## src/rtl/freq_mult_pkg.sv

```systemverilog
// rtl/freq_mult_pkg.sv - shared constants and state encoding for the frequency multiplier
`timescale 1ns/1ps
package freq_mult_pkg;

  // Default width of the period counter and published period word
  localparam int DEF_CNT_W = 16;

  // Default log2 of the number of input periods averaged per measurement
  localparam int DEF_LOG2_AVG = 2;

  // Measurement sequencer states
  typedef enum logic [1:0] {
    ST_IDLE = 2'd0,
    ST_ARM  = 2'd1,
    ST_MEAS = 2'd2,
    ST_DONE = 2'd3
  } meas_state_t;

  // Saturation value of the counter at its default width
  localparam logic [DEF_CNT_W-1:0] CNT_SAT = {DEF_CNT_W{1'b1}};

endpackage

```

## src/rtl/edge_sync.sv

```systemverilog
// rtl/edge_sync.sv - two-flop synchronizer with a history flop and rising-edge pulse
`timescale 1ns/1ps
module edge_sync (
  input  logic RefClk,
  input  logic rst,
  input  logic async_in,
  output logic edge_det
);

  logic s1;
  logic s2;
  logic s3;

  // Resynchronise the asynchronous input and keep one cycle of history
  always_ff @(posedge RefClk or negedge rst) begin
    if (!rst) begin
      s1 <= 1'b0;
      s2 <= 1'b0;
      s3 <= 1'b0;
    end else begin
      s1 <= async_in;
      s2 <= s1;
      s3 <= s2;
    end
  end

  // One-cycle pulse on each synchronised low-to-high transition
  assign edge_det = s2 & ~s3;

endmodule

```

## src/rtl/in_period_meter.sv

```systemverilog
// rtl/in_period_meter.sv - averaged InClk period measurement in RefClk cycles
`timescale 1ns/1ps
module in_period_meter
  import freq_mult_pkg::*;
#(
  parameter int CNT_W    = DEF_CNT_W,
  parameter int LOG2_AVG = DEF_LOG2_AVG
) (
  input  logic             RefClk,
  input  logic             rst,
  input  logic             InClk,
  input  logic             start,
  output logic [CNT_W-1:0] period,
  output logic             completed,
  output logic             overflow,
  output logic             busy
);

  localparam int ACC_W = CNT_W + LOG2_AVG;
  localparam logic [CNT_W-1:0]    CNT_MAX  = {CNT_W{1'b1}};
  localparam logic [CNT_W-1:0]    CNT_ONE  = {{(CNT_W-1){1'b0}}, 1'b1};
  localparam logic [LOG2_AVG-1:0] PCNT_MAX = {LOG2_AVG{1'b1}};
  localparam logic [LOG2_AVG-1:0] PCNT_ONE = {{(LOG2_AVG-1){1'b0}}, 1'b1};

  meas_state_t         state;
  logic [CNT_W-1:0]    cnt;
  logic [ACC_W-1:0]    acc;
  logic [LOG2_AVG-1:0] pcnt;
  logic                start_q;
  logic                start_rise;
  logic                in_edge;
  logic [ACC_W-1:0]    acc_sum;

  edge_sync u_edge_sync (
    .RefClk  (RefClk),
    .rst     (rst),
    .async_in(InClk),
    .edge_det(in_edge)
  );

  // Running total including the sample that closes on this edge
  assign acc_sum = acc + {{LOG2_AVG{1'b0}}, cnt};

  // A held start only re-arms from IDLE/DONE; aborting a running
  // measurement needs a fresh request, so start tied high still completes
  assign start_rise = start & ~start_q;

  // Remember last cycle's start level for request detection
  always_ff @(posedge RefClk or negedge rst) begin
    if (!rst) begin
      start_q <= 1'b0;
    end else begin
      start_q <= start;
    end
  end

  // Measurement sequencer with registered outputs
  always_ff @(posedge RefClk or negedge rst) begin
    if (!rst) begin
      state     <= ST_IDLE;
      cnt       <= '0;
      acc       <= '0;
      pcnt      <= '0;
      period    <= '0;
      completed <= 1'b0;
      overflow  <= 1'b0;
      busy      <= 1'b0;
    end else begin
      case (state)
        ST_IDLE, ST_DONE: begin
          if (start) begin
            state     <= ST_ARM;
            completed <= 1'b0;
            overflow  <= 1'b0;
            acc       <= '0;
            pcnt      <= '0;
            cnt       <= '0;
            busy      <= 1'b1;
          end
        end

        ST_ARM: begin
          if (start_rise) begin
            // restart: an edge in this same cycle is deliberately ignored
            acc  <= '0;
            pcnt <= '0;
            cnt  <= '0;
          end else if (in_edge) begin
            state <= ST_MEAS;
            cnt   <= CNT_ONE;
          end else if (cnt == CNT_MAX) begin
            state     <= ST_DONE;
            overflow  <= 1'b1;
            period    <= CNT_MAX;
            completed <= 1'b1;
            busy      <= 1'b0;
          end else begin
            cnt <= cnt + CNT_ONE;
          end
        end

        ST_MEAS: begin
          if (start_rise) begin
            state <= ST_ARM;
            acc   <= '0;
            pcnt  <= '0;
            cnt   <= '0;
          end else if (in_edge) begin
            acc  <= acc_sum;
            cnt  <= CNT_ONE;
            pcnt <= pcnt + PCNT_ONE;
            if (pcnt == PCNT_MAX) begin
              state     <= ST_DONE;
              period    <= CNT_W'(acc_sum >> LOG2_AVG);
              completed <= 1'b1;
              busy      <= 1'b0;
            end
          end else if (cnt == CNT_MAX) begin
            // counter saturates instead of wrapping
            state     <= ST_DONE;
            overflow  <= 1'b1;
            period    <= CNT_MAX;
            completed <= 1'b1;
            busy      <= 1'b0;
          end else begin
            cnt <= cnt + CNT_ONE;
          end
        end

        default: begin
          state <= ST_IDLE;
          busy  <= 1'b0;
        end
      endcase
    end
  end

endmodule

```

## config.mk

```make
export PLATFORM = sky130hd
export DESIGN_NAME = in_period_meter
export DESIGN_NICKNAME = d
export VERILOG_FILES = /design/src/rtl/freq_mult_pkg.sv /design/src/rtl/edge_sync.sv /design/src/rtl/in_period_meter.sv
export SDC_FILE = /design/constraint.sdc
export NUM_CORES = 1
export LEC_CHECK = 0
export BUFFER_PORTS_ARGS = -buffer_cell sky130_fd_sc_hd__buf_2
export CORE_UTILIZATION = 55
export CTS_CLUSTER_SIZE = 30
export DETAILED_ROUTE_END_ITERATION = 6
export PLACE_DENSITY = 0.74
export SLEW_MARGIN = 10
export SYNTH_ARGS = -nofsm -noshare
export SYNTH_HDL_FRONTEND = slang
export SYNTH_SLANG_ARGS = --single-unit
export TNS_END_PERCENT = 100
```

## constraint.sdc

```tcl
create_clock -name RefClk -period 2.65 [get_ports RefClk]
set_input_delay 0.53 -clock RefClk [delete_from_list [all_inputs] [get_ports RefClk]]
set_output_delay 0.53 -clock RefClk [all_outputs]
set_load 0.02 [all_outputs]
```

==> flow_metrics.tcl <==
set metrics [dict create \
    utilization_pct 63.1 \
    hold_class "input pin to asynchronous set/reset pin" \
    worstSetupEndpointType "flop" \
    num-fill-cells 529 \
    synth_seq_cells 61 \
    max_stage_delay_ns 0.45 \
    totalPowerFinal_uw 2620 \
    floorplan.die_area_um2 6950 \
    synth-async-reset-ratio_pct 100 \
    cp.buffers_inverters 0 \
    post_synth_num_cell_types 56 \
    post-route-min-period_ns 2.37 \
    clock_insertion_delay_worst_skew_ns 0.35 \
    most_numerous_cell_on_the_critical_path "sky130_fd_sc_hd__a21oi_1" \
    number_of_enable_flip_flop_cells_after_synthesis 0 \
    crit_path_cell_trace "ha_1, a21o_1, a21oi_1, a21oi_1, o21ai_1, mux2_2, a211oi_1" \
    synth.yosys.seq_area_share_pct 41.9 \
    timing.final.crit_share_pct 89.3 \
    syn_area_um2 3640 \
    cts-root-to-sink-buffers 2 \
    timing.clock.skew_ns 0.00848 \
    wl_per_cell_um 17.2 \
    setup_tns_ns 0 \
    core_area_um2 6390 \
    num_antenna_cells 0 \
    drtPass1Iterations 4 \
    drc_markers 0 \
    ys.flop_type "sky130_fd_sc_hd__dfrtp_1" \
    fp.dieH_um 83.4 \
    pin_count_of_the_biggest_net_entering_global_routing 33 \
    core.rowCount 29 \
    timing.reg2reg.worst_path_depth 7 \
    finalSetupViolCount 0 \
    worst_ep_required_time_ns 2.91 \
    worst_slew_pin_slew_ns 0.746 \
    critPathTopFamily "compound AO/OA/AOI/OAI gates" \
    postRouteWirelength_um 8340 \
    buffer_ports.inserted 22 \
    cts_tree "yes" \
    powerDensity_nw_per_um2 651 \
    cts.root.buffer_cell "sky130_fd_sc_hd__clkbuf_8" \
    reg2reg_slack_ns 0.28 \
    final-max-slew-violation-count 0 \
    cap_viol_max_count 0 \
    lkg_pwr_uw 0.00176 \
    tritoncts_num_sinks 61 \
    layout-area-overhead-vs-synth_pct 10.8 \
    final_cells 484 \
    power.ir.vdd_worst_uv 602 \
    drtIter0Drc 203 \
    grt_antenna_before_repair 0 \
    swShare_pct 35.2 \
    switching_power_uw 924 \
    grt.overflow.total 0 \
    clkSlewWorstSetupHoldPaths_ns 0.07 \
    postSynthCellCount 376 \
    cts.hold.buffers_added 0 \
    power.share.sequential_pct 39.1 \
    io_pins 23 \
    first_pass_grt_wire_length_um 14200 \
    max-slew-margin-rel_pct 50.3 \
    power.internal_uw 1700 \
    place.detailed.instances 468 \
    grt_setup_unrepaired "no" \
    synthesis.nets 401 \
    grt_usage_pct 26.0 \
    setup.worst_path.class "flop to flop" \
    worstPathMaxFanout 6 \
    start_util_pct 57.0 \
    routed_via_count_divided_by_cell_count 6.24 \
    timing_hold_violations_final 0 \
    layout-drive-gt1-share_pct 14.3 \
    route.antenna.remaining_nets 0 \
    power.clock.fraction_pct 32.3 \
    start_kind "flop" \
    outcome "completed" \
    vias_post_dr 3019 \
    gpl.final_weighted_congestion 0.959 \
    first_global_vias 2864 \
    dpl.hpwl_um 6000 \
    r2r_start "cnt[3]" \
    yosysWarningCount 0 \
    final_nets 427 \
    htree_num_levels 3 \
    highest_clock_rate_ghz 0.422 \
    critical_path_arrival_ns 2.63 \
    die_width_um 83.4 \
    slowest_cp_cell "sky130_fd_sc_hd__dfrtp_1" \
    share_comb_of_total_power_pct 28.6 \
    cts_repair_resize_count 0 \
    postCtsSetupBuffers 0 \
    tritoncts.num_buffers 9 \
    synth.avg_cell_area_um2 9.68 \
    reg2reg_to "period[13]" \
]
kinds of logic (layout without fill, tap and decap cells):
kind of cell,after synthesis,in the layout,share of synthesized area [%]
DFF,61,61,41.9
adders and majority gates,21,21,7.43
xor gates and xnor gates,24,24,5.78
AOI/OAI and AO/OA,128,128,25.2
buffers and inverters,28,59,3.78
muxes,1,1,0.309
and+or+nand+nor,113,113,15.5
worst max-delay path by stage:
stage / from / endpoint / slack, ns / depth (start not counted)
global route: cnt[0] / acc[14] / 0.07 / 9
global placement: cnt[0] / acc[16] / 0.31 / 9
detailed placement: cnt[0] / acc[16] / 0.24 / 9
finish: cnt[3] / period[13] / 0.28 / 7
floorplan: cnt[0] / acc[14] / 0.53 / 9
CTS: cnt[0] / acc[14] / 0.22 / 9
worst reg2reg max path, stage by stage, from the launching register on:
cell and delay, ns:
sky130_fd_sc_hd__dfrtp_1 0.45, sky130_fd_sc_hd__ha_1 0.39, sky130_fd_sc_hd__a21o_1 0.20, sky130_fd_sc_hd__a21oi_1 0.26, sky130_fd_sc_hd__a21oi_1 0.16, sky130_fd_sc_hd__o21ai_1 0.27, sky130_fd_sc_hd__mux2_2 0.37, sky130_fd_sc_hd__a211oi_1 0.20
power by group through the flow:
stage	Clock (uW)	Combinational, uW	Sequential [uW]
finish	847	751	1030
global route	889	837	1030
CTS	855	754	1020
detailed placement	0	750	1040
global placement	0	735	1040
floorplan	0	545	1040
stage by stage:
stage,hold slack [ns],worst slack [ns],cell area [um2]
after global routing,0.271,0.0739,4030
after detailed placement,0.359,0.242,3830
after CTS,0.261,0.222,4030
after global placement,0.354,0.314,3830
final,0.232,0.282,4030
after floorplan,0.234,0.530,3640
cells in the final DEF (no fill, tap or decap), types with 2 or more instances in the layout:
cell type	count
sky130_fd_sc_hd__a211oi_1	5
sky130_fd_sc_hd__a21o_1	8
sky130_fd_sc_hd__a21oi_1	26
sky130_fd_sc_hd__a221oi_1	2
sky130_fd_sc_hd__a22o_1	15
sky130_fd_sc_hd__a2bb2oi_1	2
sky130_fd_sc_hd__a31o_2	2
sky130_fd_sc_hd__a31oi_1	3
sky130_fd_sc_hd__a41oi_1	2
sky130_fd_sc_hd__and2_1	2
sky130_fd_sc_hd__and3_1	5
sky130_fd_sc_hd__and4_1	3
sky130_fd_sc_hd__buf_2	22
sky130_fd_sc_hd__buf_4	7
sky130_fd_sc_hd__clkbuf_8	10
sky130_fd_sc_hd__clkinv_2	2
sky130_fd_sc_hd__clkinvlp_4	3
sky130_fd_sc_hd__dfrtp_1	60
sky130_fd_sc_hd__ha_1	20
sky130_fd_sc_hd__inv_1	13
sky130_fd_sc_hd__nand2_1	29
sky130_fd_sc_hd__nand2b_1	5
sky130_fd_sc_hd__nand3_1	13
sky130_fd_sc_hd__nand3b_1	2
sky130_fd_sc_hd__nand4_1	3
sky130_fd_sc_hd__nor2_1	33
sky130_fd_sc_hd__nor2b_1	5
sky130_fd_sc_hd__nor3_1	4
sky130_fd_sc_hd__nor3_2	2
sky130_fd_sc_hd__o211ai_1	3
sky130_fd_sc_hd__o21a_1	4
sky130_fd_sc_hd__o21ai_0	24
sky130_fd_sc_hd__o22a_1	16
sky130_fd_sc_hd__o31ai_1	2
sky130_fd_sc_hd__or3_1	3
sky130_fd_sc_hd__xnor2_1	16
sky130_fd_sc_hd__xor2_1	8
cells in the mapped netlist, drive strengths merged (3+ instances only):
| cell type | number | share of area [%] |
|---|---|---|
| a31oi | 3 | 0.52 |
| a21o | 8 | 1.7 |
| nor2b | 5 | 0.86 |
| buf | 7 | 1.6 |
| a22o | 15 | 3.6 |
| nor3 | 6 | 1.1 |
| and4 | 4 | 1.0 |
| clkbuf | 8 | 0.83 |
| dfrtp | 61 | 42 |
| o211ai | 3 | 0.62 |
| and3 | 5 | 0.86 |
| o22a | 16 | 3.8 |
| inv | 13 | 1.3 |
| o21a | 4 | 0.83 |
| a21oi | 26 | 3.6 |
| a211oi | 6 | 1.6 |
| xnor2 | 16 | 3.8 |
| nand2 | 30 | 3.3 |
| or3 | 3 | 0.52 |
| nand4 | 3 | 0.52 |
| nand2b | 5 | 0.86 |
| o21ai | 25 | 3.4 |
| ha | 20 | 6.9 |
| nand3 | 13 | 1.8 |
| xor2 | 8 | 1.9 |
| nor2 | 34 | 3.7 |
routing by layer:
metal / track usage, % / part of all wire [%]
met2: 39.3 / 47
met4: 12.9 / 2.1
met5: 0 / 0
met3: 5.17 / 4.4
met1: 35.7 / 46
cell type report:
class / instances / area [um2] / share of cell area [%]
clock inverter: 6 / 62.6 / 1.55
sequential: 61 / 1530 / 37.9
multi-input combinational: 287 / 1980 / 49.0
clock buffer: 10 / 138 / 3.41
inverter: 13 / 48.8 / 1.21
timing repair buffer: 30 / 183 / 4.53
tap: 77 / 96.3 / 2.39
flip-flops by register name, summed over array words and instances (netlist names):
| name | cells |
|---|---|
| pcnt | 2 |
| overflow | 1 |
| acc | 18 |
| busy | 1 |
| cnt | 16 |
| period | 16 |
| state | 2 |
| completed | 1 |
| u_edge_sync.s1 | 1 |
| start_q | 1 |
| u_edge_sync.s2 | 1 |
| u_edge_sync.s3 | 1 |
Power figures use the tool's default switching activity.
